## src/rtl/lcd_timing_pkg.sv

```systemverilog
// ---------------------------------------------------------------------------
// lcd_timing_pkg
// Shared types and constants for the 480x272 parallel RGB LCD timing
// generator: the per-axis state encoding, the default panel timing and the
// colour-bar pattern used by the optional test-pattern generator
// (TEST_PATTERN_EN).
// ---------------------------------------------------------------------------
package lcd_timing_pkg;

  // Segments of one timing axis, visited in declaration order.
  typedef enum logic [1:0] {
    ACT,
    FRONT,
    SYNC,
    BACK
  } axis_state_t;

  // Default timing: 27 MHz system clock, 9 MHz pixel clock.
  localparam int DEF_CLK_DIV  = 3;
  localparam int DEF_H_ACTIVE = 480;
  localparam int DEF_H_FRONT  = 8;
  localparam int DEF_H_SYNC   = 4;
  localparam int DEF_H_BACK   = 43;
  localparam int DEF_V_ACTIVE = 272;
  localparam int DEF_V_FRONT  = 8;
  localparam int DEF_V_SYNC   = 4;
  localparam int DEF_V_BACK   = 12;

  // Colour bars: each entry is {red, green, blue} on/off flags; a set flag
  // means full scale for that component.
  localparam int         BAR_WIDTH   = 60;
  localparam logic [2:0] BAR_WHITE   = 3'b111;
  localparam logic [2:0] BAR_YELLOW  = 3'b110;
  localparam logic [2:0] BAR_CYAN    = 3'b011;
  localparam logic [2:0] BAR_GREEN   = 3'b010;
  localparam logic [2:0] BAR_MAGENTA = 3'b101;
  localparam logic [2:0] BAR_RED     = 3'b100;
  localparam logic [2:0] BAR_BLUE    = 3'b001;
  localparam logic [2:0] BAR_BLACK   = 3'b000;

  function automatic logic [2:0] bar_color(input logic [2:0] idx);
    case (idx)
      3'd0:    return BAR_WHITE;
      3'd1:    return BAR_YELLOW;
      3'd2:    return BAR_CYAN;
      3'd3:    return BAR_GREEN;
      3'd4:    return BAR_MAGENTA;
      3'd5:    return BAR_RED;
      3'd6:    return BAR_BLUE;
      default: return BAR_BLACK;
    endcase
  endfunction

endpackage

```

## src/rtl/lcd_axis_counter.sv

```systemverilog
// ---------------------------------------------------------------------------
// lcd_axis_counter
// One timing axis (horizontal or vertical): a four-segment FSM
// ACT -> FRONT -> SYNC -> BACK -> ACT, a segment counter that restarts on
// every segment entry, and a position counter 0..TOTAL-1.
//
// Ports:
//   clock    in   system clock
//   reset    in   synchronous, active-high
//   advance  in   move the axis one step this clock
//   state    out  current segment
//   pos      out  position within the axis period
//   wrap     out  this advance leaves BACK (position returns to 0)
// ---------------------------------------------------------------------------
module lcd_axis_counter #(
  parameter int ACTIVE = 480,
  parameter int FRONT  = 8,
  parameter int SYNC   = 4,
  parameter int BACK   = 43,
  parameter int POS_W  = 10
) (
  input  logic                        clock,
  input  logic                        reset,
  input  logic                        advance,
  output lcd_timing_pkg::axis_state_t state,
  output logic [POS_W-1:0]            pos,
  output logic                        wrap
);

  // Parameter names FRONT/SYNC/BACK shadow the enum literals, so the
  // states are referenced through the package scope here.
  lcd_timing_pkg::axis_state_t state_next;
  lcd_timing_pkg::axis_state_t succ;
  logic [POS_W-1:0]            seg_cnt;
  logic [POS_W-1:0]            seg_last;
  logic                        seg_done;

  // NOTE: every variable written here gets a value before the case so no
  // path leaves it unassigned; otherwise a latch would be inferred.
  always_comb begin
    seg_last = POS_W'(ACTIVE - 1);
    succ     = lcd_timing_pkg::FRONT;
    unique case (state)
      lcd_timing_pkg::ACT: begin
        seg_last = POS_W'(ACTIVE - 1);
        succ     = lcd_timing_pkg::FRONT;
      end
      lcd_timing_pkg::FRONT: begin
        seg_last = POS_W'(FRONT - 1);
        succ     = lcd_timing_pkg::SYNC;
      end
      lcd_timing_pkg::SYNC: begin
        seg_last = POS_W'(SYNC - 1);
        succ     = lcd_timing_pkg::BACK;
      end
      lcd_timing_pkg::BACK: begin
        seg_last = POS_W'(BACK - 1);
        succ     = lcd_timing_pkg::ACT;
      end
    endcase
    seg_done   = (seg_cnt == seg_last);
    wrap       = advance && seg_done && (state == lcd_timing_pkg::BACK);
    state_next = (advance && seg_done) ? succ : state;
  end

  // NOTE: sequential state uses non-blocking assignments so every register
  // samples values from before the clock edge, independent of block order.
  always_ff @(posedge clock) begin
    if (reset) begin
      state <= lcd_timing_pkg::ACT;
    end else begin
      state <= state_next;
    end
  end

  always_ff @(posedge clock) begin
    if (reset) begin
      seg_cnt <= '0;
      pos     <= '0;
    end else if (advance) begin
      seg_cnt <= seg_done ? '0 : seg_cnt + 1'b1;
      pos     <= wrap ? '0 : pos + 1'b1;
    end
  end

endmodule

```

## src/rtl/lcd_timing_gen.sv

```systemverilog
// ---------------------------------------------------------------------------
// lcd_timing_gen
// Timing generator for a 480x272 parallel RGB LCD. Divides clock into a
// pixel tick, runs horizontal and vertical timing, publishes the current
// x/y to the graphics logic and drives the panel with the returned colour,
// one tick later and aligned with DE/HSYNC/VSYNC.
//
// Optional feature: define TEST_PATTERN_EN to add an 8-bar colour
// generator selected by test_mode; without it test_mode is ignored.
//
// Ports:
//   clock, reset           system clock; synchronous active-high reset
//   x, y, display_on       current pixel (0 outside active region)
//   frame_start            one-clock pulse as timing returns to (0,0)
//   red_in/green_in/blue_in colour for current x/y (combinational return)
//   test_mode              select test pattern (TEST_PATTERN_EN only)
//   lcd_pclk               pixel clock to the panel
//   lcd_de                 data enable
//   lcd_hsync, lcd_vsync   syncs, active-low
//   lcd_r, lcd_g, lcd_b    panel colour
// ---------------------------------------------------------------------------
module lcd_timing_gen
  import lcd_timing_pkg::*;
#(
  parameter int CLK_DIV  = DEF_CLK_DIV,
  parameter int H_ACTIVE = DEF_H_ACTIVE,
  parameter int H_FRONT  = DEF_H_FRONT,
  parameter int H_SYNC   = DEF_H_SYNC,
  parameter int H_BACK   = DEF_H_BACK,
  parameter int V_ACTIVE = DEF_V_ACTIVE,
  parameter int V_FRONT  = DEF_V_FRONT,
  parameter int V_SYNC   = DEF_V_SYNC,
  parameter int V_BACK   = DEF_V_BACK
) (
  input  logic       clock,
  input  logic       reset,
  output logic [8:0] x,
  output logic [8:0] y,
  output logic       display_on,
  output logic       frame_start,
  input  logic [4:0] red_in,
  input  logic [5:0] green_in,
  input  logic [4:0] blue_in,
  input  logic       test_mode,
  output logic       lcd_pclk,
  output logic       lcd_de,
  output logic       lcd_hsync,
  output logic       lcd_vsync,
  output logic [4:0] lcd_r,
  output logic [5:0] lcd_g,
  output logic [4:0] lcd_b
);

  localparam int               DIV_W    = $clog2(CLK_DIV);
  localparam logic [DIV_W-1:0] DIV_LAST = DIV_W'(CLK_DIV - 1);
  localparam logic [DIV_W-1:0] DIV_HALF = DIV_W'(CLK_DIV / 2);

  logic [DIV_W-1:0] div_cnt;
  logic [DIV_W-1:0] div_next;
  logic             tick;

  axis_state_t h_state;
  axis_state_t v_state;
  logic [9:0]  h_pos;
  logic [8:0]  v_pos;
  logic        h_wrap;
  logic        v_wrap;

  // Sync conditions of the pixel currently on x/y, delayed with it.
  logic        hsync_cond;
  logic        vsync_cond;

  logic [4:0]  pix_r;
  logic [5:0]  pix_g;
  logic [4:0]  pix_b;

  // -------------------------------------------------------------------------
  // Pixel clock divider. lcd_pclk is low for the first half of each pixel
  // period so its rising edge lands mid-pixel, after the data change.
  // -------------------------------------------------------------------------
  assign tick     = (div_cnt == DIV_LAST);
  assign div_next = tick ? '0 : div_cnt + 1'b1;

  always_ff @(posedge clock) begin
    if (reset) begin
      div_cnt  <= '0;
      lcd_pclk <= 1'b0;
    end else begin
      div_cnt  <= div_next;
      lcd_pclk <= (div_next >= DIV_HALF);
    end
  end

  // -------------------------------------------------------------------------
  // Axis timing: V steps once per line, when H leaves its back porch.
  // -------------------------------------------------------------------------
  lcd_axis_counter #(
    .ACTIVE (H_ACTIVE),
    .FRONT  (H_FRONT),
    .SYNC   (H_SYNC),
    .BACK   (H_BACK),
    .POS_W  (10)
  ) u_h_axis (
    .clock   (clock),
    .reset   (reset),
    .advance (tick),
    .state   (h_state),
    .pos     (h_pos),
    .wrap    (h_wrap)
  );

  lcd_axis_counter #(
    .ACTIVE (V_ACTIVE),
    .FRONT  (V_FRONT),
    .SYNC   (V_SYNC),
    .BACK   (V_BACK),
    .POS_W  (9)
  ) u_v_axis (
    .clock   (clock),
    .reset   (reset),
    .advance (h_wrap),
    .state   (v_state),
    .pos     (v_pos),
    .wrap    (v_wrap)
  );

  // -------------------------------------------------------------------------
  // Colour source.
  // -------------------------------------------------------------------------
`ifdef TEST_PATTERN_EN
  logic [2:0] bar_idx;
  logic [2:0] bar_rgb;

  always_comb begin
    bar_idx = 3'(x / 9'(BAR_WIDTH));
    bar_rgb = bar_color(bar_idx);
    pix_r   = red_in;
    pix_g   = green_in;
    pix_b   = blue_in;
    if (test_mode) begin
      pix_r = {5{bar_rgb[2]}};
      pix_g = {6{bar_rgb[1]}};
      pix_b = {5{bar_rgb[0]}};
    end
  end
`else
  logic unused_test_mode;

  assign unused_test_mode = test_mode;
  assign pix_r            = red_in;
  assign pix_g            = green_in;
  assign pix_b            = blue_in;
`endif

  // -------------------------------------------------------------------------
  // Coordinate stage and panel stage. On a tick the coordinate stage shows
  // the pixel the counters point at, while the panel stage takes the colour
  // returned for the pixel shown since the previous tick.
  // -------------------------------------------------------------------------
  always_ff @(posedge clock) begin
    if (reset) begin
      x           <= '0;
      y           <= '0;
      display_on  <= 1'b0;
      hsync_cond  <= 1'b0;
      vsync_cond  <= 1'b0;
      frame_start <= 1'b0;
      lcd_de      <= 1'b0;
      lcd_hsync   <= 1'b1;
      lcd_vsync   <= 1'b1;
      lcd_r       <= '0;
      lcd_g       <= '0;
      lcd_b       <= '0;
    end else begin
      frame_start <= v_wrap;
      if (tick) begin
        x          <= (h_state == ACT) ? 9'(h_pos) : '0;
        y          <= (v_state == ACT) ? v_pos : '0;
        display_on <= (h_state == ACT) && (v_state == ACT);
        hsync_cond <= (h_state == SYNC);
        vsync_cond <= (v_state == SYNC);
        lcd_de     <= display_on;
        lcd_hsync  <= !hsync_cond;
        lcd_vsync  <= !vsync_cond;
        lcd_r      <= display_on ? pix_r : '0;
        lcd_g      <= display_on ? pix_g : '0;
        lcd_b      <= display_on ? pix_b : '0;
      end
    end
  end

endmodule

```

## config.mk

```make
export PLATFORM = sky130hd
export DESIGN_NAME = lcd_timing_gen
export DESIGN_NICKNAME = d
export VERILOG_FILES = /design/src/rtl/lcd_timing_pkg.sv /design/src/rtl/lcd_axis_counter.sv /design/src/rtl/lcd_timing_gen.sv
export SDC_FILE = /design/constraint.sdc
export NUM_CORES = 1
export LEC_CHECK = 0
export ABC_AREA = 1
export BUFFER_PORTS_ARGS = -buffer_cell sky130_fd_sc_hd__buf_4
export CORE_MARGIN = 1
export CORE_UTILIZATION = 50
export CTS_BUF_LIST = sky130_fd_sc_hd__clkbuf_8
export CTS_CLUSTER_SIZE = 12
export DETAILED_ROUTE_END_ITERATION = 6
export PLACE_DENSITY_LB_ADDON = 0.3
export SYNTH_ARGS = -nofsm -noshare
export SYNTH_HDL_FRONTEND = slang
export SYNTH_SLANG_ARGS = --single-unit
```

## constraint.sdc

```tcl
create_clock -name clock -period 3.5 [get_ports clock]
set_input_delay 0.175 -clock clock [delete_from_list [all_inputs] [get_ports clock]]
set_output_delay 0.175 -clock clock [all_outputs]
set_load 0.01 [all_outputs]
```

==> results.md <==
- Slew headroom: 0.643
- Syn nets: 544
- CP arrival: 2560 ps
- Starting density of the core: 0.519
- Met1 Use GR: 0.267
- Hold path depth: 3
- Commonest non-fill, non-tap cell in the layout: nand2_1
- Post-CTS Hold Buffers: 0
- Routed Antenna Nets: 0
- Synth unique cells: 32
- VDD IR max: 223 uV
- Met3 track demand over resource: 0.0379
- Num rows: 31
- Max Transition Viols Final: 0
- Commonest non-fill, non-tap cells in the layout: nand2_1 (129), dfxtp_1 (85), buf_4 (59)
- Synth Cell Area: 3790 um2
- Num Clock Sinks: 85
- H-tree depth: 3
- Mapped Avg Cell Area: 7.39 um2
- R2r worst-path depth: 12
- Critical path startpoint category: register
- Gpl congestion: 0.858
- TritonCTS Buffers: 9
- Final hold violation count: 0
- Routed length per instance: 11.8 um
- DRC errors left: 0
- Max-cap violation count: 0
- Tot GR Track Use: 0.211
- Die X: 89.0 um
- Number of setup violations in the final report: 0
- First-pass GRT wire length: 13.2 mm
- Leakage: 1.84 nW
- Post-route minimum period: 2330 ps
- Seq cells post-synth: 85
- Data required time of the worst path: 3730 ps
- CP Max Fanout: 26
- GRT busiest layer: met2
- Largest net degree at the start of global routing: 54
- Clk slew on worst S/H paths: 90 ps
- Port buffer count: 57
- RSZ-0062 raised after global routing: false
- Fmax: 429 MHz
- Post-DR vias/cell: 5.05
- Async S/R FF share, synth: 0
- Core area: 7290 um2
- M2 GR Usage: 0.362
- Drt pass-1 iters: 4
- Fin nets: 593
- Die area: 7920 um2
- Worst Skew: 11.5 ps
- Hold Crit Class: input pin to register
- DP HPWL: 5.43 mm
- Setup TNS: 0 ps
- PD cells: 425 nW/um2
- Post-CTS setup buffers: 0
- Worst Tran Pin Value: 535 ps
- CTS Buffer Depth: 2
- Outcome: complete, no violations
- Reg2reg setup slack: 1170 ps
- Critical R2R Capture: u_h_axis.pos[8]
- Diodes inserted: 0
- Fin worst setup slack: 1170 ps
- Post-synthesis sequential area ratio: 0.449
- Crit. End Element: register
- Final worst-path cycle share: 0.666
- Initial antenna violation count: 0
- Hold endpoint: lcd_r[1]
- Wirelength, routed: 7.87 mm
- Post-CTS resize count: 0
- Post-Synthesis Cells: 512
- Root Buffer: clkbuf_8
- Hold Path Origin: red_in[1]
- Clock latency on the worst-skew pair: 350 ps
- Most used DFF post-synth: dfxtp_1
- Vias in the first global route: 3051
- Dpl cells: 649
- Hold_ws: 67.5 ps
- Final Non-Filler Cells: 665
- Grt ovf: 0
- Chip height: 89.0 um
- TritonCTS clock tree: yes
- Synth-to-layout area growth: 19.1%
- Post-Place Setup Slack: 1180 ps
- Setup CP Type: register to register
- Fraction of layout cells with a size suffix above 1: 0.152
- Iter 0 DRT Violations: 134
- Post-synth EDFFs: 0
- R2r startpoint: u_h_axis.state[0]
- Via Count: 3358
- Syn. warnings: 0
- IO Pins: 59
-- critical path, cell delays in order (launching register included) --
cell and delay (ps):
dfxtp_1 390, inv_1 100, ha_1 330, nand2_1 70, inv_1 40, nor2_1 80, nand2_1 90, nor2_4 120
nand4_4 140, nor2_8 330, inv_2 200, nand2_1 260, nor3b_1 90
-- area by class of cell --
type / count / area [um2]
inverter: 50 / 188
clock inverter: 6 / 116
sequential: 85 / 1700
timing repair buffer: 59 / 443
tap: 99 / 124
fill: 674 / 2780
multi-input combinational: 356 / 1800
clock buffer: 10 / 138
-- cell usage after synthesis, drive strengths merged (3+ instances only) --
| library cell | instances | area, um2 |
|---|---|---|
| nor4 | 3 | 18.8 |
| o21ai | 11 | 55.1 |
| dfxtp | 85 | 1700 |
| buf | 11 | 60.1 |
| a21oi | 54 | 270 |
| nor3 | 11 | 60.1 |
| nor3b | 4 | 30.0 |
| inv | 50 | 188 |
| nand2 | 130 | 490 |
| nor2 | 58 | 246 |
| nand4 | 10 | 77.6 |
| nand3 | 39 | 200 |
| xnor2 | 3 | 26.3 |
| clkbuf | 10 | 37.5 |
| ha | 13 | 163 |
| xor2 | 11 | 96.3 |
-- metal layers --
layer  wire length [um]  vias to the layer above
met5                  0                        -
met4                 97                        0
met3                258                        9
met2               3790                       59
met1               3720                     1546
li1                   -                     1744
-- cells by family (layout without fill, tap and decap cells) --
family | count (synthesis) | count (layout) | synth area share
and+or+nand+nor | 258 | 258 | 0.302
buffers and inverters | 71 | 125 | 0.0753
xor gates and xnor gates | 14 | 14 | 0.0324
adders and majority gates | 13 | 13 | 0.0430
DFF | 85 | 85 | 0.449
AOI/OAI and AO/OA | 71 | 71 | 0.0975
-- worst max path at each step --
stage	cells past startpoint	start	slack, ps	end
after floorplan	13	u_h_axis.state[0]	1680	u_h_axis.pos[1]
after global placement	12	u_h_axis.state[0]	1250	u_h_axis.pos[2]
after detailed placement	12	u_h_axis.state[0]	1180	u_h_axis.pos[2]
after CTS	12	u_h_axis.state[0]	1150	u_h_axis.pos[8]
after global routing	12	u_h_axis.state[0]	910	u_h_axis.pos[8]
final	12	u_h_axis.state[0]	1170	u_h_axis.pos[8]
-- registers in the layout (all words and copies together) (netlist names), 2 cells and up --
name and flops:
lcd_b 5, u_h_axis.pos 9, u_v_axis.state 2, u_v_axis.pos 9, y 9, u_v_axis.seg_cnt 9, div_cnt 2, lcd_g 6
u_h_axis.seg_cnt 10, u_h_axis.state 2, x 9, lcd_r 5
-- through the flow --
| stage | cell area [um2] | utilization | total power (W) |
|---|---|---|---|
| floorplan | 3790 | - | 0.00105 |
| global placement | 4260 | 0.584 | 0.00108 |
| detailed placement | 4260 | 0.584 | 0.00108 |
| CTS | 4510 | 0.618 | 0.00193 |
| global route | 4510 | 0.618 | 0.00199 |
| finish | 4510 | 0.618 | 0.00192 |
-- where the power goes --
group	internal, W	leakage, nW	switching, W
logic	0.0000294	1.02	0.0000481
registers	0.000977	0.686	0.00000710
clock network	0.000500	0.127	0.000355
Power figures use the tool's default switching activity.
